[src/rtl/fifo_read_streamer.sv]
`default_nettype none
// ============================================================================
// Module  : fifo_read_streamer
// Brief   : Async-FIFO read-side consumer feeding a framed valid/ready stream
//           through a 2-entry buffer.
// Revision: 1.0
// ============================================================================
module fifo_read_streamer #(
  parameter int DATA_WIDTH = 8,
  parameter int PKT_LEN    = 4,
  parameter int CNT_WIDTH  = 16
) (
  input  logic                  rclk,
  input  logic                  rrst_n,
  input  logic                  enable,
  input  logic                  rempty,
  output logic                  read_enable,
  input  logic [DATA_WIDTH-1:0] data_read,
  output logic                  m_valid,
  input  logic                  m_ready,
  output logic [DATA_WIDTH-1:0] m_data,
  output logic                  m_last,
  output logic [CNT_WIDTH-1:0]  pkt_count,
  output logic                  busy
);

  localparam int               IDX_W      = (PKT_LEN > 1) ? $clog2(PKT_LEN) : 1;
  localparam logic [IDX_W-1:0] C_IDX_LAST = IDX_W'(PKT_LEN - 1);

  logic [1:0]            r_occ;
  logic                  r_inflight;
  logic [DATA_WIDTH-1:0] r_buf0;
  logic [DATA_WIDTH-1:0] r_buf1;
  logic [IDX_W-1:0]      r_idx;
  logic [CNT_WIDTH-1:0]  r_pkt_count;

  logic                  w_pop;
  logic [2:0]            w_occ_next;
  logic [1:0]            w_occ_after_pop;
  logic [DATA_WIDTH-1:0] w_buf0_next;
  logic [DATA_WIDTH-1:0] w_buf1_next;

  assign m_valid         = (r_occ != 2'd0);
  assign m_data          = r_buf0;
  assign m_last          = m_valid & (r_idx == C_IDX_LAST);
  assign w_pop           = m_valid & m_ready;
  assign w_occ_next      = {1'b0, r_occ} + {2'b00, r_inflight} - {2'b00, w_pop};
  assign w_occ_after_pop = r_occ - {1'b0, w_pop};
  // m_ready reaches read_enable combinationally so a full buffer can still
  // sustain one word per cycle.
  assign read_enable     = rrst_n & enable & ~rempty & (w_occ_next < 3'd2);
  assign busy            = m_valid | r_inflight;
  assign pkt_count       = r_pkt_count;

  // Pop shifts the tail to the head; the arriving word lands in the first free slot.
  always_comb begin
    w_buf0_next = w_pop ? r_buf1 : r_buf0;
    w_buf1_next = r_buf1;
    if (r_inflight) begin
      if (w_occ_after_pop == 2'd0) begin
        w_buf0_next = data_read;
      end else begin
        w_buf1_next = data_read;
      end
    end
  end

  always_ff @(posedge rclk) begin
    if (!rrst_n) begin
      r_occ       <= 2'd0;
      r_inflight  <= 1'b0;
      r_buf0      <= '0;
      r_buf1      <= '0;
      r_idx       <= '0;
      r_pkt_count <= '0;
    end else begin
      r_occ      <= w_occ_next[1:0];
      r_inflight <= read_enable;
      r_buf0     <= w_buf0_next;
      r_buf1     <= w_buf1_next;
      if (w_pop) begin
        if (r_idx == C_IDX_LAST) begin
          r_idx <= '0;
        end else begin
          r_idx <= r_idx + IDX_W'(1);
        end
        if (m_last) begin
          r_pkt_count <= r_pkt_count + CNT_WIDTH'(1);
        end
      end
    end
  end

  a_occ_max : assert property (@(posedge rclk) disable iff (!rrst_n) w_occ_next <= 3'd2);

endmodule
`default_nettype wire
[config.mk]
export PLATFORM = sky130hd
export DESIGN_NAME = fifo_read_streamer
export DESIGN_NICKNAME = d
export VERILOG_FILES = /design/src/rtl/fifo_read_streamer.sv
export SDC_FILE = /design/constraint.sdc
export NUM_CORES = 1
export LEC_CHECK = 0
export BUFFER_PORTS_ARGS = -buffer_cell sky130_fd_sc_hd__buf_2
export CAP_MARGIN = 20
export CORE_MARGIN = 3
export CORE_UTILIZATION = 50
export DETAILED_ROUTE_END_ITERATION = 8
export PLACE_DENSITY_LB_ADDON = 0.12
export SLEW_MARGIN = 15
export SYNTH_ARGS = -nofsm -noshare
export SYNTH_HDL_FRONTEND = slang
export SYNTH_SLANG_ARGS = --single-unit
export TNS_END_PERCENT = 5
[constraint.sdc]
create_clock -name rclk -period 3.77 [get_ports rclk]
set_input_delay 0.754 -clock rclk [delete_from_list [all_inputs] [get_ports rclk]]
set_output_delay 0.754 -clock rclk [all_outputs]
set_load 0.05 [all_outputs]
Word-level counts from Yosys, hierarchy flattened
Cells that the tools add are included.
{"block": "word_totals", "wordCells": 29, "register_bits": 37, "inputBits": 13, "output_inout_bits": 28}
{"block": "op_classes", "eq_ne": 1, "n_reduce_logical": 4, "addsub": 5, "magnitude_cmp": 1, "mux": 4, "n_bitwise": 8}
{"op": "$mux 8", "count": 3}
{"op": "$add 16x1->16 const B", "count": 1}
{"op": "$and 1x1->1", "count": 5}
{"op": "$reduce_and 2->1", "count": 2}
{"op": "$add 2x1->3", "count": 1}
{"op": "$lt 3x2->1 const B", "count": 1}
{"op": "$sub 3x1->3", "count": 1}
{"op": "$add 2x1->2 const B", "count": 1}
{"op": "$eq 2x2->1 const B", "count": 1}
{"op": "$logic_not 2->1", "count": 1}
{"op": "$mux 2", "count": 1}
{"op": "$not 1->1", "count": 2}
{"op": "$reduce_bool 2->1", "count": 1}
{"op": "$sub 2x1->2", "count": 1}
{"op": "$or 1x1->1", "count": 1}

Longest topological paths before layout
Gate-level depths: netlist (run 1).
{"block": "logic_depth", "word_depth": 6, "mapped_depth": 9, "mapped_depth_nobuf": 7}

Least setup slack after synthesis (run 1)
Ideal clock, no wire load.
{"block": "synth_path", "path_kind": "input port to output port", "startpoint": "input m_ready", "endpoint": "output read_enable", "path_slack_ns": -0.407, "required_time_ns": 3.016, "arrival_ns": 3.423, "n_path_buf": 1, "path_stages": 7, "cell_sequence": "o21ai_0 -> clkbuf_1 -> nand2_1 -> nand2_1 -> ha_1 -> fa_1 -> nor4_1"}
{"block": "synth_via", "elab_chain_len": 4}
{"element": "start: declaration", "line_no": "20", "source": "input logic m_ready,"}
{"element": "$and 1x1->1", "line_no": "46", "source": "assign w_pop = m_valid & m_ready;"}
{"element": "$sub 3x1->3", "line_no": "47", "source": "assign w_occ_next = {1'b0, r_occ} + {2'b00, r_inflight} - {2'b00, w_pop};"}
{"element": "named net w_occ_next[1]", "line_no": "38", "source": "logic [2:0] w_occ_next;"}
{"element": "$lt 3x2->1", "line_no": "51", "source": "assign read_enable = rrst_n & enable & ~rempty & (w_occ_next < 3'd2);"}
{"element": "$and 1x1->1", "line_no": "51"}
{"element": "end: declaration", "line_no": "17", "source": "output logic read_enable,"}
The timed path passes the listed nets, and every way through them passes these cells.

Final worst setup path (run 1)
Ends and elaborated chain as after synthesis.

==> results_dict.tcl, run 1 <==
set metrics [dict create \
    detail-route-antenna-nets 0 \
    ys_seq_area_share_pct 44.8 \
    async_flop_share_pct 0 \
    synth.area.mux_share_pct 4.85 \
    diodes 0 \
    hold_viol 0 \
    critPathMaxFanout 4 \
    rsz0062_at_grt "no" \
    die_h_um 63.5 \
    wire_per_inst_um 12.1 \
    synth-simple-area-share_pct 25.0 \
    synth_top_family_by_area "simple AND/OR/NAND/NOR gates" \
    grt_pass1_vias 1315 \
    h-tree-depth 2 \
    drv_slew 0 \
    worstSetupStartpointType "primary input" \
    path_clk_slew_ns 0.11 \
    clkLatencyLatePin_ns 0.33 \
    first_pass_iters 4 \
    power_leakage_nw 0.834 \
    synth.most_common_cell "dfxtp_1" \
    setup_viol 0 \
    cts_buffers 5 \
    synth-compound-area-share_pct 12.7 \
    grt_use_total_pct 17.2 \
    tns_ns 0 \
    vias 1427 \
    grt_pass1_wl_mm 5.54 \
    first_iter_violations 68 \
    ys_top_cells_by_count "37 x dfxtp_1, 26 x nand2_1, 25 x nor2_1" \
    yosys_register_bits 37 \
    critPathRequiredTime_ns 3.02 \
    cp-end-kind "primary output" \
    min_period_ns 3.19 \
    gp_congestion 0.810 \
    hold_class "flip-flop to flip-flop" \
    cts-resized-gates 0 \
    cts_tree "built" \
    hold_slack_ns 0.481 \
    dp_hpwl_mm 2.32 \
    path_common_cell "buf_2" \
    grt_max_degree 35 \
    cts_setup_buffers 0 \
    synthTopCellsByArea "dfxtp_1 45%, nand2_1 5.9%, nor2_1 5.7%" \
    slew_headroom_pct 40.4 \
    clockBufferDepth 2 \
    die_x_um 63.5 \
    status "completed" \
    grt_antenna_before_repair 0 \
    syn_inst 187 \
    synth_xor_area_share_pct 4.77 \
    grt.overflow.total 0 \
    critPathSlowestCell "fa_1" \
    ioPinCount 41 \
    row_count 20 \
    cts.sinks 37 \
    synth_area_per_cell_um2 8.83 \
    cpLargestDelayFamily "adder cells" \
    period_share_pct 84.7 \
    initial_utilization_pct 53.2 \
    die-area_mm2 0.00403 \
    crit_buf_inv 2 \
    synth_top_cell_area_share_pct 44.8 \
    viasPerCell 5.29 \
    cts_root_buf "clkbuf_4" \
    worstPathCellList "buf_2, o21a_1, nand2b_1, nand2_1, ha_1, fa_1, nor4_2, buf_2" \
    power_density_mw_per_mm2 499 \
    synth_nets 204 \
    drc 0 \
    worst_pin_slew_ns 0.888 \
    cts_hold_buf 0 \
    syn_to_final_growth_pct 16.9 \
    core_area_mm2 0.00310 \
    vdd_drop_max_uv 296 \
    maxCapViolCount 0 \
    ys.flop_type "dfxtp_1" \
    syn-cell-area_mm2 0.00165 \
    synthAdderAreaFrac_pct 3.48 \
    final_nets 243 \
    fin_worst_skew_ns 0.00632 \
    drive_gt1_share_pct 24.8 \
    max_stage_delay_ns 0.49 \
    netlist-cell-type-count 36 \
    ys_warn_count 0 \
    path_class "primary input to primary output" \
    io_buffers 40 \
    worstPathArrival_ns 2.44 \
    synth_top_cell_by_area "dfxtp_1" \
    synth-edff-count 0 \
    wirelength_mm 3.26 \
    fmax_mhz 313 \
]
==> metal layers <==
metal / part of all wire, % / track usage [%]
met4: 2.0 / 8.63
met5: 0 / 0
met3: 5.0 / 4.46
met2: 49 / 30.2
met1: 44 / 18.8
==> cell usage in the layout, fill, tap and decap left out, types with 2 or more instances in the layout <==
master	count
a311oi_1	8
nor4_1	2
or2_2	2
nand3_1	7
or4_1	5
buf_4	2
mux2i_1	8
nand4_1	3
o31ai_1	5
and2_1	2
nor3_1	2
xor2_1	6
buf_2	40
o21ai_0	3
ha_1	3
a21oi_1	10
inv_1	3
or3_1	3
xnor2_1	3
nand2_1	26
nor2_1	25
dfxtp_1	37
clkbuf_4	5
==> cell families after synthesis <==
group                      after synthesis
xor gates and xnor gates                 9
DFF                                     37
adders and majority gates                4
and+or+nand+nor                         86
AOI/OAI and AO/OA                       29
buffers and inverters                   14
muxes                                    8
==> path summary, 6_finish.rpt <==
kind | start | endpoint | slack, ns | cells after the start
setup / recovery | m_ready | read_enable | 0.58 | 8
hold / removal | r_buf1[6]$_SDFFE_PN0P_ | m_data[6]$_SDFF_PN0_ | 0.48 | 2
setup reg to reg | r_occ[1]$_SDFF_PN0_ | r_inflight$_SDFF_PN0_ | 1.88 | 6
hold reg to reg | r_buf1[6]$_SDFFE_PN0P_ | m_data[6]$_SDFF_PN0_ | 0.48 | 2
==> worst reg2reg max path: cells and delay by family, from the launching register on <==
family                   cells  cell delay, ns
adder cells (fa/ha/maj)      2            0.68
flip-flops                   1            0.55
AND/OR/NAND/NOR              3            0.40
AO/OA/AOI/OAI                1            0.17
==> final cells by class <==
class                   count  area, µm²
clock buffers               6       51.3
clock inverters             1       7.51
fillers                   294       1170
inverters                   4       15.0
multi-input cells         136        846
flip-flops and latches     37        741
well taps                  44       55.1
repair buffers             42        215
==> through the flow <==
stage / setup slack, ns / cells / instance area, µm² / power, W / util, %
after global placement: 0.640 / 263 / 1870 / 0.000752 / 60.3
after CTS: 0.556 / 270 / 1930 / 0.000977 / 62.2
after floorplan: 0.157 / 187 / 1660 / 0.000694 / -
final: 0.575 / 270 / 1930 / 0.000964 / 62.2
after global routing: 0.397 / 270 / 1930 / 0.00102 / 62.2
after detailed placement: 0.574 / 263 / 1870 / 0.000761 / 60.3
==> report_power, final <==
part / internal (W) / switching (W) / total, W
Sequential: 0.000425 / 0.0000299 / 0.000455
Combinational: 0.0000842 / 0.000211 / 0.000295
Clock: 0.0000873 / 0.000126 / 0.000214
Total: 0.000596 / 0.000368 / 0.000964
==> sequential cells by signal, indices dropped and copies added (netlist names) <==
| name | count |
|---|---|
| r_buf1 | 8 |
| m_data | 8 |
| pkt_count | 16 |
| r_inflight | 1 |
| r_idx | 2 |
| r_occ | 2 |
Note: power is estimated with default switching activity, not from simulation.
==> run 2, diff against run 1 <==
==> constraint.sdc (replaced) <==
create_clock -name rclk -period 3.19 [get_ports rclk]
set_input_delay 0.638 -clock rclk [delete_from_list [all_inputs] [get_ports rclk]]
set_output_delay 0.638 -clock rclk [all_outputs]
set_load 0.05 [all_outputs]
==> results_dict.tcl, run 2 (synthesized netlist as in run 1, its figures left out) <==
set metrics [dict create \
    cts_root_buf "clkbuf_4" \
    drc 0 \
    largest_register_ffs 16 \
    worstSetupStartpointType "flip-flop" \
    drv_slew 0 \
    hold_class "flip-flop to flip-flop" \
    grt_pass1_vias 1414 \
    cts_buffers 5 \
    rsz0062_at_grt "no" \
    clockBufferDepth 2 \
    critPathSlowestCell "fa_1" \
    first_pass_iters 4 \
    dp_slack_ns 0.183 \
    hold_viol 0 \
    ioPinCount 41 \
    row_count 20 \
    critPathMaxFanout 9 \
    core_area_mm2 0.00310 \
    cts.sinks 37 \
    h-tree-depth 2 \
    hold_depth 2 \
    finalNonFillerCells 271 \
    worstPathArrival_ns 2.41 \
    cp-end-kind "primary output" \
    grt_use_total_pct 17.8 \
    wirelength_mm 3.48 \
    initial_utilization_pct 53.2 \
    fmax_mhz 328 \
    cts_setup_buffers 0 \
    first_iter_violations 109 \
    p_total_w 0.00125 \
    power_density_mw_per_mm2 632 \
    slew_headroom_pct 40.4 \
    fillers 287 \
    final_common_cell "buf_2" \
    status "completed" \
    multiInputGateArea_um2 855 \
    vdd_drop_max_uv 381 \
    maxCapViolCount 0 \
    worstPathCellList "o21a_1, nand2b_1, nand2_1, ha_1, fa_1, nor4_4, buf_2" \
    grt.overflow.total 0 \
    wire_per_inst_um 12.8 \
    final_util_pct 63.5 \
    drive_gt1_share_pct 26.0 \
    seq_area_um2 743 \
    period_share_pct 95.6 \
    die_x_um 63.5 \
    critPathRequiredTime_ns 2.55 \
    final_nets 243 \
    die_h_um 63.5 \
    diodes 0 \
    dpl.cell_count 263 \
    vias 1437 \
    grt_max_degree 35 \
    syn_to_final_growth_pct 19.4 \
    cts_tree "built" \
    path_class "flip-flop to primary output" \
    worst_pin_slew_ns 0.888 \
    layout_common_cells "40 x buf_2, 35 x dfxtp_1, 26 x nand2_1, 25 x nor2_1, 10 x a21oi_1" \
    max_stage_delay_ns 0.52 \
    reg2regPathDepth 5 \
    dp_hpwl_mm 2.45 \
    viasPerCell 5.30 \
    min_period_ns 3.05 \
    path_clk_slew_ns 0.11 \
    grt_antenna_before_repair 0 \
    io_buffers 40 \
    grt_pass1_wl_mm 5.76 \
    tns_ns 0 \
    setup_viol 0 \
    detail-route-antenna-nets 0 \
    die-area_mm2 0.00403 \
    fin_worst_skew_ns 0.00744 \
    setup_ws_ns 0.139 \
    clkLatencyLatePin_ns 0.34 \
    gp_congestion 0.810 \
    power_leakage_nw 0.850 \
]
## run 2: area by class of cell
type / instances / share of cell area, %
tap: 44 / 2.79
clock buffer: 6 / 2.60
timing repair buffer: 42 / 10.9
clock inverter: 2 / 1.90
inverter: 4 / 0.761
multi-input combinational: 136 / 43.3
sequential: 37 / 37.7
## run 2: final timing paths
path                                            start                    endpoint  slack (ns)
worst min-delay path            r_idx[1]$_SDFFE_PN0P_       r_idx[1]$_SDFFE_PN0P_        0.47
worst max-delay path              r_occ[1]$_SDFF_PN0_                 read_enable        0.14
worst min register to register  r_idx[1]$_SDFFE_PN0P_       r_idx[1]$_SDFFE_PN0P_        0.47
worst max register to register  r_idx[0]$_SDFFE_PN0P_  pkt_count[15]$_SDFFE_PN0P_        1.25
## run 2: report_power, final
group	leakage [nW]	internal, W	switching, W
clock	0.0445	0.000186	0.000157
combinational	0.506	0.000103	0.000260
sequential	0.300	0.000504	0.0000365
total	0.850	0.000793	0.000453
## run 2: stage by stage
step           cell area, µm²  hold slack (ns)
6_report                 1970            0.470
5_1_grt                  1970            0.485
4_1_cts                  1970            0.473
3_5_place_dp             1880            0.458
3_3_place_gp             1880            0.446
2_1_floorplan            1670            0.440
## run 2: per-layer routing
layer / up-vias / global-route usage [%] / share of wire (%)
li1: 733 / - / -
met1: 660 / 18.6 / 44
met2: 38 / 32.5 / 50
met3: 6 / 4.63 / 4.6
met4: 0 / 8.63 / 1.4
met5: - / 0 / 0
## run 2: repair_timing
action | CTS | global route
endpoints found under the setup margin | 0 | 1
hold buffers | 0 | 0
gates resized for setup | 0 | 2
## run 2: critical path, delay by kind of cell (launching register included)
| kind | cells | cell delay, ns |
|---|---|---|
| AOI/OAI and AO/OA | 1 | 0.20 |
| adders and majority gates | 2 | 0.71 |
| buffers and inverters | 1 | 0.30 |
| DFF | 1 | 0.40 |
| and+or+nand+nor | 3 | 0.47 |
==> run 3, diff against run 2 <==
--- a/config.mk
+++ b/config.mk
@@ -8,10 +8,10 @@
 export BUFFER_PORTS_ARGS = -buffer_cell sky130_fd_sc_hd__buf_2
 export CAP_MARGIN = 20
 export CORE_MARGIN = 3
-export CORE_UTILIZATION = 50
+export CORE_UTILIZATION = 52
 export DETAILED_ROUTE_END_ITERATION = 8
 export PLACE_DENSITY_LB_ADDON = 0.12
-export SLEW_MARGIN = 15
+export SLEW_MARGIN = 20
 export SYNTH_ARGS = -nofsm -noshare
 export SYNTH_HDL_FRONTEND = slang
 export SYNTH_SLANG_ARGS = --single-unit
==> results_dict.tcl, run 3 (synthesized netlist as in run 1, its figures left out) <==
set metrics [dict create \
    hp-start "pkt_count[15]$_SDFFE_PN0P_" \
    clockBufferDepth 2 \
    grt_antenna_before_repair 0 \
    power_leakage_nw 0.855 \
    placed_area_mm2 0.00189 \
    dpl.cell_count 262 \
    reg2reg_to "pkt_count[13]$_SDFFE_PN0P_" \
    layout_common_cells "40 x buf_2, 35 x dfxtp_1, 26 x nand2_1, 25 x nor2_1, 10 x a21oi_1" \
    rsz0062_at_grt "no" \
    die_x_um 62.4 \
    cts_tree "built" \
    tns_ns 0 \
    dr_wl_met2_mm 1.74 \
    grt_pass1_wl_mm 5.93 \
    gp_congestion 0.754 \
    setup_viol 0 \
    die_h_um 62.4 \
    first_pass_iters 4 \
    grt.overflow.total 0 \
    r2r_start "r_idx[0]$_SDFFE_PN0P_" \
    reg2regPathDepth 5 \
    wl_met1_mm 1.54 \
    diodes 0 \
    hold_viol 0 \
    path_clk_slew_ns 0.11 \
    detail-route-antenna-nets 0 \
    largest_register_ffs 16 \
    syn_to_final_growth_pct 19.7 \
    die-area_mm2 0.00389 \
    finalNonFillerCells 270 \
    cts.sinks 37 \
    critPathMaxFanout 9 \
    status "completed" \
    viasPerCell 5.44 \
    worst_pin_slew_ns 0.539 \
    grt_use_total_pct 18.6 \
    worstSetupStartpointType "flip-flop" \
    drive_gt1_share_pct 26.3 \
    min_period_ns 3.02 \
    path_class "flip-flop to primary output" \
    stdcell_area_mm2 0.00198 \
    grt_pass1_vias 1394 \
    power_density_mw_per_mm2 631 \
    wirelength_mm 3.54 \
    core_area_mm2 0.00290 \
    period_share_pct 94.6 \
    critPathRequiredTime_ns 2.55 \
    slew_headroom_pct 64.0 \
    final_nets 244 \
    worstPathArrival_ns 2.38 \
    grt_max_degree 35 \
    fin_worst_skew_ns 0.0120 \
    cts_root_buf "clkbuf_4" \
    drc 0 \
    clkLatencyLatePin_ns 0.35 \
    initial_utilization_pct 56.9 \
    wire_per_inst_um 13.1 \
    dp_hpwl_mm 2.56 \
    vdd_drop_max_uv 497 \
    row_count 19 \
    ioPinCount 41 \
    h-tree-depth 2 \
    cts_buffers 5 \
    top_layer "met4" \
    vias 1468 \
    maxCapViolCount 0 \
    ff2ff_setup_slack_ns 1.27 \
    wl_met3_um 190 \
    final_common_cell "buf_2" \
    first_iter_violations 81 \
    drv_slew 0 \
    fmax_mhz 332 \
    cp-end-kind "primary output" \
    holdPathEnd "pkt_count[15]$_SDFFE_PN0P_" \
    hold_class "flip-flop to flip-flop" \
    hold_depth 2 \
    io_buffers 40 \
]
[run 3: cell count changes in the layout (fill, tap and decap cells not counted), sizes merged]
cell and delta:
buf +1
[run 3: worst max path at each step]
stage                        start          end  slack [ns]
4_1_cts        r_occ[1]$_SDFF_PN0_  read_enable        0.06
2_1_floorplan              m_ready  read_enable         0.1
3_3_place_gp               m_ready  read_enable        0.27
6_report       r_occ[1]$_SDFF_PN0_  read_enable        0.17
5_1_grt        r_occ[1]$_SDFF_PN0_  read_enable       0.005
3_5_place_dp               m_ready  read_enable        0.20
[run 3: metrics by stage]
step / power, W / setup slack [ns] / utilization [%] / hold WS [ns]
final: 0.00125 / 0.174 / 68.2 / 0.485
after global routing: 0.00131 / 0.00494 / 68.2 / 0.502
after CTS: 0.00126 / 0.0638 / 68.1 / 0.491
after detailed placement: 0.000911 / 0.204 / 65.0 / 0.474
after global placement: 0.000899 / 0.268 / 65.0 / 0.446
after floorplan: 0.000829 / 0.0998 / - / 0.440
[run 3: what timing repair did]
item / in CTS / in global routing
endpoints found under the hold margin: 0 / 0
endpoints found under the setup margin: 0 / 1
hold buffers: 0 / 0
resized for setup: 0 / 2
setup buffers: 0 / 0
[run 3: power breakdown]
part / internal (W) / switching, W
logic: 0.000103 / 0.000260
clock network: 0.000186 / 0.000159
registers: 0.000504 / 0.0000351
total: 0.000793 / 0.000454
[run 3: area by class of cell]
type | count | area (µm²)
clock buffers | 6 | 51.3
clock inverters | 2 | 37.5
fillers | 245 | 923
inverters | 4 | 15.0
multi-input cells | 136 | 855
flip-flops and latches | 37 | 743
well taps | 42 | 52.6
repair buffers | 43 | 223
[run 3: critical path, stage by stage, from the launching register on]
cell and delay (ns):
dfxtp_2 0.39, o21a_1 0.19, nand2b_1 0.12, nand2_1 0.07, ha_1 0.19, fa_1 0.51
nor4_4 0.26, buf_2 0.30
[run 3: layer usage]
metal	global-route usage (%)	vias up
met5	0	-
met2	33.5	34
met1	20.2	685
met4	7.16	0
met3	6.13	10
li1	-	739
